$ cat config.mk
export PLATFORM = sky130hd
export DESIGN_NAME = fill_valve_arbiter
export DESIGN_NICKNAME = d
export VERILOG_FILES = /design/src/rtl/washer_pkg.sv /design/src/rtl/rr_priority_pick.sv /design/src/rtl/fill_valve_arbiter.sv
export SDC_FILE = /design/constraint.sdc
export NUM_CORES = 1
export LEC_CHECK = 0
export CELL_PAD_IN_SITES_DETAIL_PLACEMENT = 1
export CELL_PAD_IN_SITES_GLOBAL_PLACEMENT = 2
export CORE_UTILIZATION = 38
export CTS_CLUSTER_DIAMETER = 50
export DETAILED_ROUTE_END_ITERATION = 10
export HOLD_SLACK_MARGIN = 0.03
export PLACE_DENSITY = 0.91
export RECOVER_POWER = 100
export SYNTH_ARGS = -nofsm -noshare
export SYNTH_HDL_FRONTEND = slang
export SYNTH_SLANG_ARGS = --single-unit
export TNS_END_PERCENT = 1
$ cat constraint.sdc
create_clock -name clk_top -period 2.16 [get_ports clk_top]
set_input_delay 0.54 -clock clk_top [delete_from_list [all_inputs] [get_ports clk_top]]
set_output_delay 0.54 -clock clk_top [all_outputs]
set_load 0.01 [all_outputs]
$ cat src/rtl/washer_pkg.sv
// Shared definitions for the washer-bank control slice: arbiter state
// encodings and an index-width helper.
package washer_pkg;

   typedef enum logic [1:0] {
      ARB_IDLE = 2'd0,
      ARB_OPEN = 2'd1,
      ARB_GAP  = 2'd2
   } arb_state_t;

   function automatic int unsigned idx_width(input int unsigned n);
      return (n > 1) ? $clog2(n) : 1;
   endfunction

endpackage

$ cat src/rtl/rr_priority_pick.sv
// Combinational round-robin pick: first set request bit scanning from ptr
// upward, wrapping at N_REQ-1 back to 0.
module rr_priority_pick
   import washer_pkg::*;
#(
   parameter int unsigned N_REQ = 4,
   parameter int unsigned IDX_W = idx_width(N_REQ)
) (
   input  logic [N_REQ-1:0] req,
   input  logic [IDX_W-1:0] ptr,
   output logic             any,
   output logic [IDX_W-1:0] idx
);

   logic [31:0]      base;
   logic [IDX_W-1:0] pos;

   // Scan from the farthest slot down so the slot nearest ptr is written last.
   always_comb begin
      base = 32'(ptr);
      any  = |req;
      idx  = '0;
      pos  = '0;
      for (int unsigned k = N_REQ; k > 0; k--) begin
         pos = IDX_W'((base + k - 1) % N_REQ);
         if (req[pos]) idx = pos;
      end
   end

endmodule

$ cat src/rtl/fill_valve_arbiter.sv
// Round-robin arbiter sharing one inlet valve among N_REQ washers, with a
// per-grant watchdog and a valve-settle gap between grants.
module fill_valve_arbiter
   import washer_pkg::*;
#(
   parameter int unsigned      N_REQ            = 4,
   parameter int unsigned      CNT_W            = 32,
   parameter logic [CNT_W-1:0] MAX_GRANT_CYCLES = CNT_W'(120000000),
   parameter int unsigned      GAP_CYCLES       = 16
) (
   input  logic                          clk_top,
   input  logic                          reset,
   input  logic [N_REQ-1:0]              fill_req,
   input  logic [N_REQ-1:0]              fill_done,
   input  logic                          pause,
   output logic [N_REQ-1:0]              grant,
   output logic [idx_width(N_REQ)-1:0]   grant_id,
   output logic                          valve_open,
   output logic                          busy,
   output logic                          timeout_pulse
);

   localparam int unsigned      IDX_W     = idx_width(N_REQ);
   localparam logic [CNT_W-1:0] HOLD_LAST = MAX_GRANT_CYCLES - CNT_W'(1);
   localparam logic [CNT_W-1:0] GAP_LAST  = CNT_W'(GAP_CYCLES) - CNT_W'(1);
   localparam logic [IDX_W-1:0] LAST_IDX  = IDX_W'(N_REQ - 1);

   arb_state_t       state, state_nx;
   logic [N_REQ-1:0] grant_nx;
   logic [IDX_W-1:0] id_nx, rr_ptr, ptr_nx, pick_idx;
   logic             valve_nx, busy_nx, tp_nx, pick_any;
   logic [CNT_W-1:0] hold_cnt, hold_nx, gap_cnt, gap_nx;
   logic             normal_rel, expire;

   rr_priority_pick #(
      .N_REQ (N_REQ),
      .IDX_W (IDX_W)
   ) u_pick (
      .req (fill_req),
      .ptr (rr_ptr),
      .any (pick_any),
      .idx (pick_idx)
   );

   always_ff @(posedge clk_top or negedge reset) begin
      if (!reset) begin
         state         <= ARB_IDLE;
         grant         <= '0;
         grant_id      <= '0;
         valve_open    <= 1'b0;
         busy          <= 1'b0;
         timeout_pulse <= 1'b0;
         rr_ptr        <= '0;
         hold_cnt      <= '0;
         gap_cnt       <= '0;
      end else begin
         state         <= state_nx;
         grant         <= grant_nx;
         grant_id      <= id_nx;
         valve_open    <= valve_nx;
         busy          <= busy_nx;
         timeout_pulse <= tp_nx;
         rr_ptr        <= ptr_nx;
         hold_cnt      <= hold_nx;
         gap_cnt       <= gap_nx;
      end
   end

   always_comb begin
      state_nx   = state;
      grant_nx   = grant;
      id_nx      = grant_id;
      valve_nx   = valve_open;
      busy_nx    = busy;
      tp_nx      = 1'b0;
      ptr_nx     = rr_ptr;
      hold_nx    = hold_cnt;
      gap_nx     = gap_cnt;
      normal_rel = 1'b0;
      expire     = 1'b0;
      case (state)
         ARB_IDLE: begin
            if (pick_any) begin
               state_nx           = ARB_OPEN;
               grant_nx           = '0;
               grant_nx[pick_idx] = 1'b1;
               id_nx              = pick_idx;
               valve_nx           = 1'b1;
               busy_nx            = 1'b1;
               hold_nx            = '0;
               ptr_nx             = (pick_idx == LAST_IDX) ? '0 : pick_idx + IDX_W'(1);
            end
         end
         ARB_OPEN: begin
            // A normal release wins over a coincident watchdog expiry.
            normal_rel = fill_done[grant_id] || !fill_req[grant_id];
            expire     = (hold_cnt == HOLD_LAST) && !pause;
            if (normal_rel || expire) begin
               grant_nx = '0;
               valve_nx = 1'b0;
               gap_nx   = '0;
               tp_nx    = !normal_rel;
               if (GAP_CYCLES == 0) begin
                  state_nx = ARB_IDLE;
                  busy_nx  = 1'b0;
               end else begin
                  state_nx = ARB_GAP;
               end
            end else if (!pause) begin
               hold_nx = hold_cnt + CNT_W'(1);
            end
         end
         ARB_GAP: begin
            gap_nx = gap_cnt + CNT_W'(1);
            if (gap_cnt == GAP_LAST) begin
               state_nx = ARB_IDLE;
               busy_nx  = 1'b0;
            end
         end
         default: state_nx = ARB_IDLE;
      endcase
   end

endmodule

**After elaboration in Yosys (flattened, before gate mapping)**

Index checks and enable logic that the tools add are counted.

- Flip-flop bits (word level): 77
- Input bits: 11
- Output and inout bits: 9
- Word-level logic and storage cells: 94

- Add/sub/neg operators: 11
- $lt $le $gt $ge: 7
- Equal/unequal tests: 10
- Muxes and demuxes: 39
- Reduce and logical (&&, ||, !) cells: 18

Operators with widths:

| cell | count |
|---|---|
| two-way mux 32 bit | 4 |
| one-hot mux 32 bit (2 select lines) | 2 |
| adder 32 x 1 -> 32 bit, second input constant | 2 |
| == test 32 x 27 -> 1 bit, second input constant | 1 |
| == test 32 x 4 -> 1 bit, second input constant | 1 |
| < comparator 2 x 3 -> 1 bit, second input constant | 6 |
| two-way mux 2 bit | 8 |
| binary-select mux 1 bit (select 2 bit) | 6 |
| two-way mux 1 bit | 12 |
| inequality test 2 bit, second input constant | 5 |
| AND reduction 3 bit | 3 |
| two-way mux 4 bit | 2 |
| one-hot mux 4 bit (2 select lines) | 1 |
| subtractor 2 x 1 -> 2 bit, second input constant | 4 |
| adder 2 x 1 -> 2 bit, second input constant | 3 |
| one-hot mux 2 bit (3 select lines) | 1 |
| nonzero test 2 bit | 3 |
| adder 2 bit, second input constant | 2 |
| == test 2 bit, second input constant | 2 |
| one-hot mux 1 bit (2 select lines) | 2 |
| AND reduction 2 bit | 2 |
| AND reduction 4 bit | 1 |
| OR reduction 4 bit | 1 |
| zero test 1 bit | 3 |
| other kinds (6) | 8 |

**Logic depth before layout (Yosys ltp)**

- Word-level depth: 14
- Depth in mapped cells: 8
- Depth with buffers taken out: 8

**Modules after synthesis**

A second synthesis with hierarchy kept.

- Cells, all modules: 517
- Area, all modules: 4600.7 um^2

By module, submodules not included:

| module | instances | cells each | area each (um^2) | seq. area each (um^2) |
|---|---|---|---|---|
| fill_valve_arbiter | 1 | 504 | 4523.1 | 1926.8 |
| rr_priority_pick | 1 | 13 | 77.6 | 0.0 |

**Worst setup path before layout**

Ideal clock, no wire load.

- Path kind: input to register
- Start: in fill_done[3]
- End: reg hold_cnt[31]
- Library setup time: 126 ps
- Arrival: 2058 ps
- Data required time: 2034 ps
- Path slack: -24 ps
- Stages: 6
- Path through: nand2b_1 -> mux4_2 -> o2bb2ai_1 -> or2_1 -> buf_2 -> a221o_1

- Word-level cells in the longest chain between the ends: 6

Ends and longest elaborated chain:

| item | RTL line | text |
|---|---|---|
| from (decl) | fill_valve_arbiter.sv:14 | `input logic [N_REQ-1:0] fill_done,` |
| binary-select mux 1 bit (select 2 bit) | fill_valve_arbiter.sv:96 | `normal_rel = fill_done[grant_id] \|\| !fill_req[grant_id];` |
| two-way mux 1 bit (implied by the code) | fill_valve_arbiter.sv:96 |  |
| logical OR 1 bit | fill_valve_arbiter.sv:96 |  |
| logical OR 1 bit | fill_valve_arbiter.sv:98 | `if (normal_rel \|\| expire) begin` |
| inequality test 2 bit (no line) | -- |  |
| AND reduction 4 bit (no line) | -- |  |
| to (signal assigned) | fill_valve_arbiter.sv:64 | `hold_cnt <= hold_nx;` |
| to (decl) | fill_valve_arbiter.sv:32 | `logic [CNT_W-1:0] hold_cnt, hold_nx, gap_cnt, gap_nx;` |

Every way passes these cells. The select of a mux whose other input is x is not followed.
A chain may end at the register's enable or synchronous reset.

**Final worst setup path**

- Start: in fill_done[3]
- End: reg hold_cnt[10]

Same word-level chain as after synthesis.

==> impl_metrics.json <==
{
  "nets": 636,
  "dieArea_sq_mm": 0.0127,
  "period_share": 1.06,
  "wl_microns": 16800,
  "path_depth": 7,
  "synth.top_cell.area_share": 0.415,
  "grt_most_used_layer": "met2",
  "ys_seq_area_frac": 0.415,
  "hpwl_microns": 10900,
  "grt_pass1_wl_microns": 25600,
  "syn_area_sq_mm": 0.00464,
  "path_clk_slew_ps": 60,
  "stdcell_count": 767,
  "fmax_mhz": 437,
  "grt_max_degree": 44,
  "yosys_warnings": 0,
  "vias": 4814,
  "synthMuxAreaShare": 0.00701,
  "synth_xor_area_frac": 0,
  "drt-pass1-iter-count": 5,
  "max-clock-path-buffers": 2,
  "die_x_microns": 113,
  "grt_setup_unrepaired": "true",
  "fin_ws_ps": -128,
  "yosys-top-cells-area": "dfrtp_1, nand2_1, nand3_1, nand4_1, nor4_1",
  "ir_drop_mv": 0.682,
  "worst_slew_pin_slew_ps": 1180,
  "grt_use_met3": 0.0324,
  "path_cells": "dlygate4sd2_1 > nand2b_1 > mux4_2 > nand2b_4 > buf_4 > nor4_2 > a2bb2oi_1",
  "total_power_uw": 5470,
  "syn-num-nets": 545,
  "async_reset_ff_frac": 1.00,
  "antenna_cells": 0,
  "grt_pass1_vias": 4970,
  "p_per_area_mw_per_mm2": 902,
  "htreeDepth": 3,
  "yosys.cell_types.count": 63,
  "drt-vias-per-instance": 6.28,
  "path_max_fanout": 6,
  "synth_top_family_by_area": "simple AND/OR/NAND/NOR gates",
  "worstSkewPairLatency_ps": 350,
  "gp_congestion": 0.876,
  "cts_made_buffers": 9,
  "finalHoldViolCount": 0,
  "areaGrowthSynthToFinish_pct": 30.8,
  "setup-violations-final": 41,
  "ant_nets": 0,
  "crit_family": "simple AND/OR/NAND/NOR gates",
  "port_buffers": 19,
  "start_kind": "input pin",
  "synth_compound_area_frac": 0.206,
  "synthTopCellsByCount": "dfrtp_1, nand2_1, nand3_1, o21ai_1",
  "grtUsageMet2": 0.440,
  "synth.most_common_cell": "dfrtp_1",
  "ys.flop_type": "dfrtp_1",
  "wl_per_cell_microns": 21.9,
  "critical-path-slowest-cell": "mux4_2",
  "finalCriticalPeriod_ps": 2290,
  "worst-path-buf-inv": 2,
  "cts_num_sinks": 77,
  "cap_violations": 0,
  "slew_viol_final": 0,
  "clockRootBuffer": "clkbuf_16",
  "antenna_found_initial": 0,
  "endpoint_kind": "flip-flop",
  "drc": 0,
  "die_h_microns": 113,
  "max_stage_delay_ps": 600,
  "crit_required_ps": 2400,
  "gr-usage-met1": 0.326,
  "min_path_type": "in -> async",
  "final_design_area_no_fill_sq_mm": 0.00607,
  "overflow": 0,
  "drive_above_1_share": 0.248,
  "cts_tree": "done",
  "coreArea_sq_mm": 0.0117,
  "synth-seq-cells": 77,
  "status": "finished with violations",
  "max-slew-margin-rel": 0.212,
  "netlist_instances": 528,
  "violations": "negative setup slack",
  "rows": 39,
  "crit_arrival_ps": 2530,
  "pre_cts_ws_ps": -580,
  "dpl_cell_area_sq_mm": 0.00550,
  "worst_clock_skew_ps": 9.63,
  "track_usage": 0.258,
  "reg2regPathDepth": 7,
  "synth.avg_cell_area_sq_um": 8.79,
  "nFillCells": 1360,
  "leakagePower_uw": 0.00250,
  "dr.first_iter.drc_count": 259,
  "dpl.cell_count": 744,
  "yosys.area_share.simple": 0.308,
  "critical_path_class": "in -> reg",
  "synthAdderAreaFrac": 0.0162,
  "timing.hold.ws_ps": 423,
  "synth_edf_count": 0,
  "start_util": 0.398,
  "yosysTopAreaCell": "dfrtp_1",
  "ios": 20
}
[placed cells by master (no fill, tap or decap), drive strengths merged, types with 3 or more instances in the layout]
| cell type | synthesis | layout |
|---|---|---|
| nor4 | 25 | 25 |
| a21oi | 10 | 10 |
| nand2 | 61 | 61 |
| nor2 | 25 | 25 |
| nand3 | 35 | 35 |
| a21o | 7 | 7 |
| dlygate4sd2 | 0 | 8 |
| and2 | 3 | 3 |
| or3 | 13 | 13 |
| nand4 | 25 | 25 |
| a2bb2oi | 4 | 4 |
| inv | 17 | 17 |
| nor2b | 3 | 3 |
| or4 | 10 | 10 |
| clkbuf | 11 | 24 |
| a2111oi | 6 | 6 |
| o31ai | 12 | 12 |
| a31oi | 19 | 19 |
| nand2b | 15 | 16 |
| buf | 18 | 79 |
| dfrtp | 77 | 77 |
| nor3 | 13 | 13 |
| a211oi | 3 | 3 |
| and4 | 12 | 12 |
| and3 | 3 | 3 |
| o211ai | 4 | 4 |
| o21ai | 53 | 53 |
| ha | 6 | 6 |
| a221o | 3 | 3 |
| dlygate4sd3 | 0 | 9 |
| or2 | 11 | 11 |
[final cells by class]
class / instances / area, sq um / area share
clock buffer: 13 / 270 / 0.0445
clock inverter: 3 / 42.5 / 0.00701
inverter: 17 / 63.8 / 0.0105
multi-input combinational: 406 / 2690 / 0.443
sequential: 77 / 1930 / 0.318
tap: 143 / 179 / 0.0295
timing repair buffer: 108 / 895 / 0.147
[path summary, 6_finish.rpt]
path	from	to	slack, ps
worst max register to register	hold_cnt[10]	gap_cnt[20]	-100
worst min-delay path	reset	hold_cnt[23]	420
worst min register to register	hold_cnt[26]	hold_cnt[26]	510
worst max-delay path	fill_done[3]	hold_cnt[10]	-130
min in group clk_top	hold_cnt[26]	hold_cnt[26]	510
max in group asynchronous	reset	grant_id[1]	660
[through the flow]
step,TNS (ps),utilization
after floorplan,-5.17,-
after global placement,-29030,0.472
after detailed placement,-32860,0.472
after CTS,-91.5,0.505
after global routing,-5040,0.520
final,-1770,0.520
[power breakdown]
group          internal, uW  switching, uW
clock network           989            621
logic                   860           1200
registers              1610            191
total                  3460           2010
[kinds of logic after synthesis]
| kind of cell | count (synthesis) |
|---|---|
| compound gates | 139 |
| fa+ha+maj | 6 |
| buf+inv | 46 |
| flops | 77 |
| mux | 2 |
| simple gates | 258 |
[repair_timing]
item / 4_1_cts / 5_1_grt
endpoints found under the hold margin: 0 / 0
endpoints found under the setup margin: 70 / 70
buffers inserted: 1 / 2
hold buffers: 0 / 0
resized for setup: 22 / 28
gates cloned: 1 / 3
pin swaps: 5 / 13
[flip-flops by register name, indices dropped and copies added (netlist names)]
signal,count
busy,1
rr_ptr,2
gap_cnt,32
hold_cnt,32
state,2
grant_id,2
grant,4
timeout_pulse,1
valve_open,1
[routing by layer]
| metal | up-vias | wire [microns] |
|---|---|---|
| met4 | 0 | 427 |
| met2 | 119 | 8760 |
| li1 | 2194 | - |
| met3 | 30 | 524 |
| met5 | - | 0 |
| met1 | 2471 | 7090 |
Note: power is estimated with default switching activity, not from simulation.
==> RTL change 1 (config.mk and constraints unchanged) <==
One comparison of `hold_cnt` changes from == to >=.
--- a/src/rtl/fill_valve_arbiter.sv
+++ b/src/rtl/fill_valve_arbiter.sv
@@ -94,7 +94,7 @@
          ARB_OPEN: begin
             // A normal release wins over a coincident watchdog expiry.
             normal_rel = fill_done[grant_id] || !fill_req[grant_id];
-            expire     = (hold_cnt == HOLD_LAST) && !pause;
+            expire     = (hold_cnt >= HOLD_LAST) && !pause;
             if (normal_rel || expire) begin
                grant_nx = '0;
                valve_nx = 1'b0;
Function: no difference found for any inputs over 10 cycles, from zero or initial values and one cycle with reset low; that may be too few to reach the edited logic, so the function may still have changed.
==> RTL change 1 against the unedited design <==
The flow still finishes with violations (negative setup slack); critical endpoint is now hold_cnt[23]; wire length is 18% lower; area after synthesis down 11%; setup slack worse by 0.019 ns; sequential cell count is the same; largest cell class unchanged; largest power group unchanged; clock power down 29%; highest routed layer unchanged; total power fell by 13%; cell area shrank 9.5%; combinational power shrank 9.7%; register-to-register slack worse by 0.05 ns; critical path depth rose by 2; sequential power is 4% lower; die area decreased by 11%; final cell count fell by 10%.
==> RTL change 1: results (changes against the unedited design) <==
stage,metric,value,unit,change
sta,slew_headroom,0.0384,,-0.174
logic_synthesis,yosys-top-cells-area,"dfrtp_1 47%, nand2_1 5.2%, o21ai_0 4.2%",,
sta,finalWorstSetupSlack,-0.146,ns,-0.0186 ns
placement,dp_hpwl,8340,um,-24%
placement,dp.cells,658,,-12%
power,irDropWorstVdd,0.553,mV,-19%
critical_path,max_stage_delay,0.44,ns,-0.16 ns
placement,placed_area,4920,um^2,-11%
cts,clock_latency,0.37,ns,+0.02 ns
placement,gp_congestion,0.770,,-12%
power,pwr-share-clk,0.242,,-0.052
logic_synthesis,synth.avg_cell_area,9.00,um^2,+2.4%
sta,finalClockSkew,0.0141,ns,+0.00450 ns
placement,post-place-ws,-0.593,ns,-0.0127 ns
critical_path,path_delay_family,compound AO/OA/AOI/OAI gates,,
cts,root_buffer,clkbuf_8,,
critical_path,critPathArrivalTime,2.59,ns,+0.06 ns
logic_synthesis,yosysUniqueCellTypes,49,,-22%
cts,ctsResizeCount,56,,+150%
drt,dr.pass1.iters,4,,-1
drt,finalWirelength,13700,um,-18%
drt,wl_met3,504,um,-3.8%
sta,hold_slack,0.492,ns,+0.0685 ns
worst_hold_path,hold_class,flop to flop,,
global_route,use_met1,0.316,,-0.00976
global_route,grtUsageTotal,0.253,,-0.00471
sta,setup_violations,58,,+41%
power,powerDensity,864,nW/um^2,-4.2%
logic_synthesis,ys_seq_area_frac,0.466,,+0.0510
cts,clkTransAtPathRegs,0.08,ns,+0.02 ns
final_layout,layout.nets,566,,-11%
power,switching_share,0.375,,+0.00669
logic_synthesis,synth_common_cells,"77 x dfrtp_1, 57 x nand2_1, 43 x nor2_1",,
drt,wl_met1,5800,um,-18%
final_layout,layout-drive-gt1-share,0.256,,+0.00792
global_route,use_met3,0.0448,,+0.0124
run_status,outcome,"complete, but fails checks",,
drt,wl_met2,7120,um,-19%
global_route,grt_pass1_vias,4264,,-14%
run_status,violations,negative setup slack,,
sta,tns,-3.82,ns,-2.05 ns
global_route,grt_max_degree,29,,-34%
logic_synthesis,syn-num-nets,476,,-13%
drt,drt-initial-drc-count,175,,-32%
power,p_leak,0.00257,uW,+2.9%
power,power_frac_comb,0.393,,+0.016
global_route,gr-usage-met2,0.429,,-0.0111
-- RTL change 1: cell types whose count changed in the layout (fill, tap and decap cells not counted), moves of 8 or more --
cell,delta
and3_1,+16
buf_4,-16
nor2_1,+14
nand2_1,-13
a31oi_1,-11
clkbuf_16,-11
nand4_1,-10
o31ai_1,-10
nor4_1,-9
or2_2,-8
or3_1,-8
xor2_1,+8
-- RTL change 1: worst paths after layout --
kind | from | endpoint | cells past startpoint
worst min register to register | valve_open | valve_open | 2
worst max-delay path | hold_cnt[1] | hold_cnt[23] | 9
min in group asynchronous | reset | hold_cnt[15] | 1
worst min-delay path | valve_open | valve_open | 2
max in group asynchronous | reset | gap_cnt[12] | 2
worst max register to register | hold_cnt[1] | hold_cnt[23] | 9
-- RTL change 1: worst reg2reg max path: cells and delay by family (launching register included) --
| kind | cells | cell delay [ns] |
|---|---|---|
| adders and majority gates | 1 | 0.21 |
| DFF | 1 | 0.41 |
| and+or+nand+nor | 2 | 0.30 |
| AOI/OAI and AO/OA | 4 | 0.96 |
| buffers and inverters | 2 | 0.35 |
-- RTL change 1: layout make-up --
type | instances | area [um^2]
Clock buffer | 12 | 145
Clock inverter | 4 | 47.5
Fill cell | 1197 | 4920
Inverter | 10 | 37.5
Multi-Input combinational cell | 353 | 2270
Sequential cell | 77 | 1930
Tap cell | 136 | 170
Timing Repair Buffer | 98 | 891
-- RTL change 1: cells by family (layout without fill, tap and decap cells) --
family	after synthesis	after routing	synth area share
flip-flops	77	77	0.466
AND/OR/NAND/NOR	224	224	0.277
AO/OA/AOI/OAI	101	101	0.151
multiplexers	7	7	0.0206
XOR/XNOR	15	15	0.0318
buffers and inverters	29	124	0.0348
adder cells (fa/ha/maj)	6	6	0.0182
==> RTL change 2 (same settings) <==
Made on the original files. Change the parameter `CNT_W` from 32 to 64.
--- a/src/rtl/fill_valve_arbiter.sv
+++ b/src/rtl/fill_valve_arbiter.sv
@@ -4,7 +4,7 @@
    import washer_pkg::*;
 #(
    parameter int unsigned      N_REQ            = 4,
-   parameter int unsigned      CNT_W            = 32,
+   parameter int unsigned      CNT_W            = 64,
    parameter logic [CNT_W-1:0] MAX_GRANT_CYCLES = CNT_W'(120000000),
    parameter int unsigned      GAP_CYCLES       = 16
 ) (
Check against the original RTL: no difference found for any inputs over 10 cycles, from zero or initial values and one cycle with reset low; that may be too few to reach the edited logic, so the function may still have changed.
==> RTL change 2 against the unedited design <==
The run still ends with negative setup slack left; sequential power increased by 69%; total power rose by 71%; cell area grew 73%; wire length increased by 73%; sequential cell count up 64; critical path depth is 2 higher; area after synthesis is 73% higher; setup slack got worse by 0.12 ns; hold slack improved by 0.081 ns; highest routed layer unchanged.
==> RTL change 2: results (changes against the unedited design) <==
stage,metric,value,unit,change
run_status,outcome,"complete, but fails checks",,
run_status,violations,negative setup slack,,
drt,drt-initial-drc-count,742,,+190%
logic_synthesis,yosysUniqueCellTypes,60,,-4.8%
final_layout,top_regs,"gap_cnt x64, hold_cnt x64, grant x4",,
critical_path,critPathMaxFanout,18,,+12
final_layout,layout-drive-gt1-share,0.235,,-0.0135
cts,clock_latency,0.44,ns,+0.09 ns
placement,dp_hpwl,18700,um,+71%
worst_hold_path,hold_class,flop to flop,,
sta,hold_slack,0.504,ns,+0.0805 ns
power,p_leak,0.00452,uW,+81%
critical_path,r2r-end,hold_cnt[21],,
drt,wl_per_cell,21.4,um,-2.2%
critical_path,path_delay_family,simple AND/OR/NAND/NOR gates,,
final_layout,layout.nets,1094,,+72%
power,irDropWorstVdd,0.707,mV,+3.7%
sta,finalWorstSetupSlack,-0.252,ns,-0.124 ns
critical_path,start_kind,flop,,
critical_path,critPathArrivalTime,2.77,ns,+0.24 ns
placement,gp_congestion,0.895,,+2.2%
sta,finalClockSkew,0.0134,ns,+0.00374 ns
sta,slew_headroom,0.483,,+0.271
logic_synthesis,yosys-top-cells-area,"dfrtp_1 44%, nand3_1 5.7%, o21ai_0 5.7%",,
power,switching_share,0.369,,+0.00104
cts,cts_made_buffers,17,,+8
global_route,grt_pass1_vias,8955,,+80%
sta,setup_violations,135,,+230%
cts,htree_levels,4,,+1
critical_path,r2r_start,hold_cnt[37],,
logic_synthesis,syn-num-nets,942,,+73%
drt,viasPerCell,6.32,,+0.65%
global_route,grt_max_degree,37,,-16%
critical_path,reg2reg_depth,9,,+2
placement,placed_area,9620,um^2,+75%
RTL change 2: cell types whose count changed after synthesis, sizes merged, moves of 24 or more:
cell	unedited run	this run
nand2	61	86
nor2	25	49
dfrtp	77	141
nor4	25	49
a21oi	10	40
o21ai	53	105
and3	3	38
nand4	25	61
nand3	35	92
RTL change 2: metal layers:
layer,vias to the layer above,global-route usage,wire (um)
li1,3877,-,-
met1,4322,0.368,12800
met2,297,0.453,14000
met3,95,0.0376,1380
met4,0,0.108,854
met5,-,0,0
RTL change 2: timing repair:
action	4_1_cts	5_1_grt
hold endpoints to repair	26	0
gates cloned	1	0
gates resized for setup	82	39
hold buffers	1	0
setup buffers	2	2
endpoints found under the setup margin	136	136
pin swaps	17	5
RTL change 2: worst min-delay path, cell delays in order, from the launching register on:
cell,delay [ns]
dfrtp_1,0.34
nand3_1,0.06
nand2_1,0.06
RTL change 2: final cells by class:
type,instances,area [um^2]
fill,2404,9930
clock buffer,19,453
inverter,16,60.1
multi-input combinational,717,4410
clock inverter,13,155
tap,270,338
sequential,141,3530
timing repair buffer,184,1550
RTL change 2: stage by stage:
step | instances | total power (uW) | TNS, ns
6_report | 1360 | 9340 | -21.91
5_1_grt | 1360 | 9680 | -33.32
2_1_floorplan | 925 | 4570 | 0
3_5_place_dp | 1322 | 5820 | -65.89
4_1_cts | 1358 | 9260 | -17.43
3_3_place_gp | 1322 | 5740 | -60.00
RTL change 2: cell families (layout without fill, tap and decap cells):
group	count (synthesis)	in the layout	share of synthesized area
simple gates	447	447	0.305
compound gates	258	258	0.195
flops	141	141	0.440
buf+inv	67	232	0.0423
fa+ha+maj	6	6	0.00936
xor+xnor	4	4	0.00437
mux	2	2	0.00406
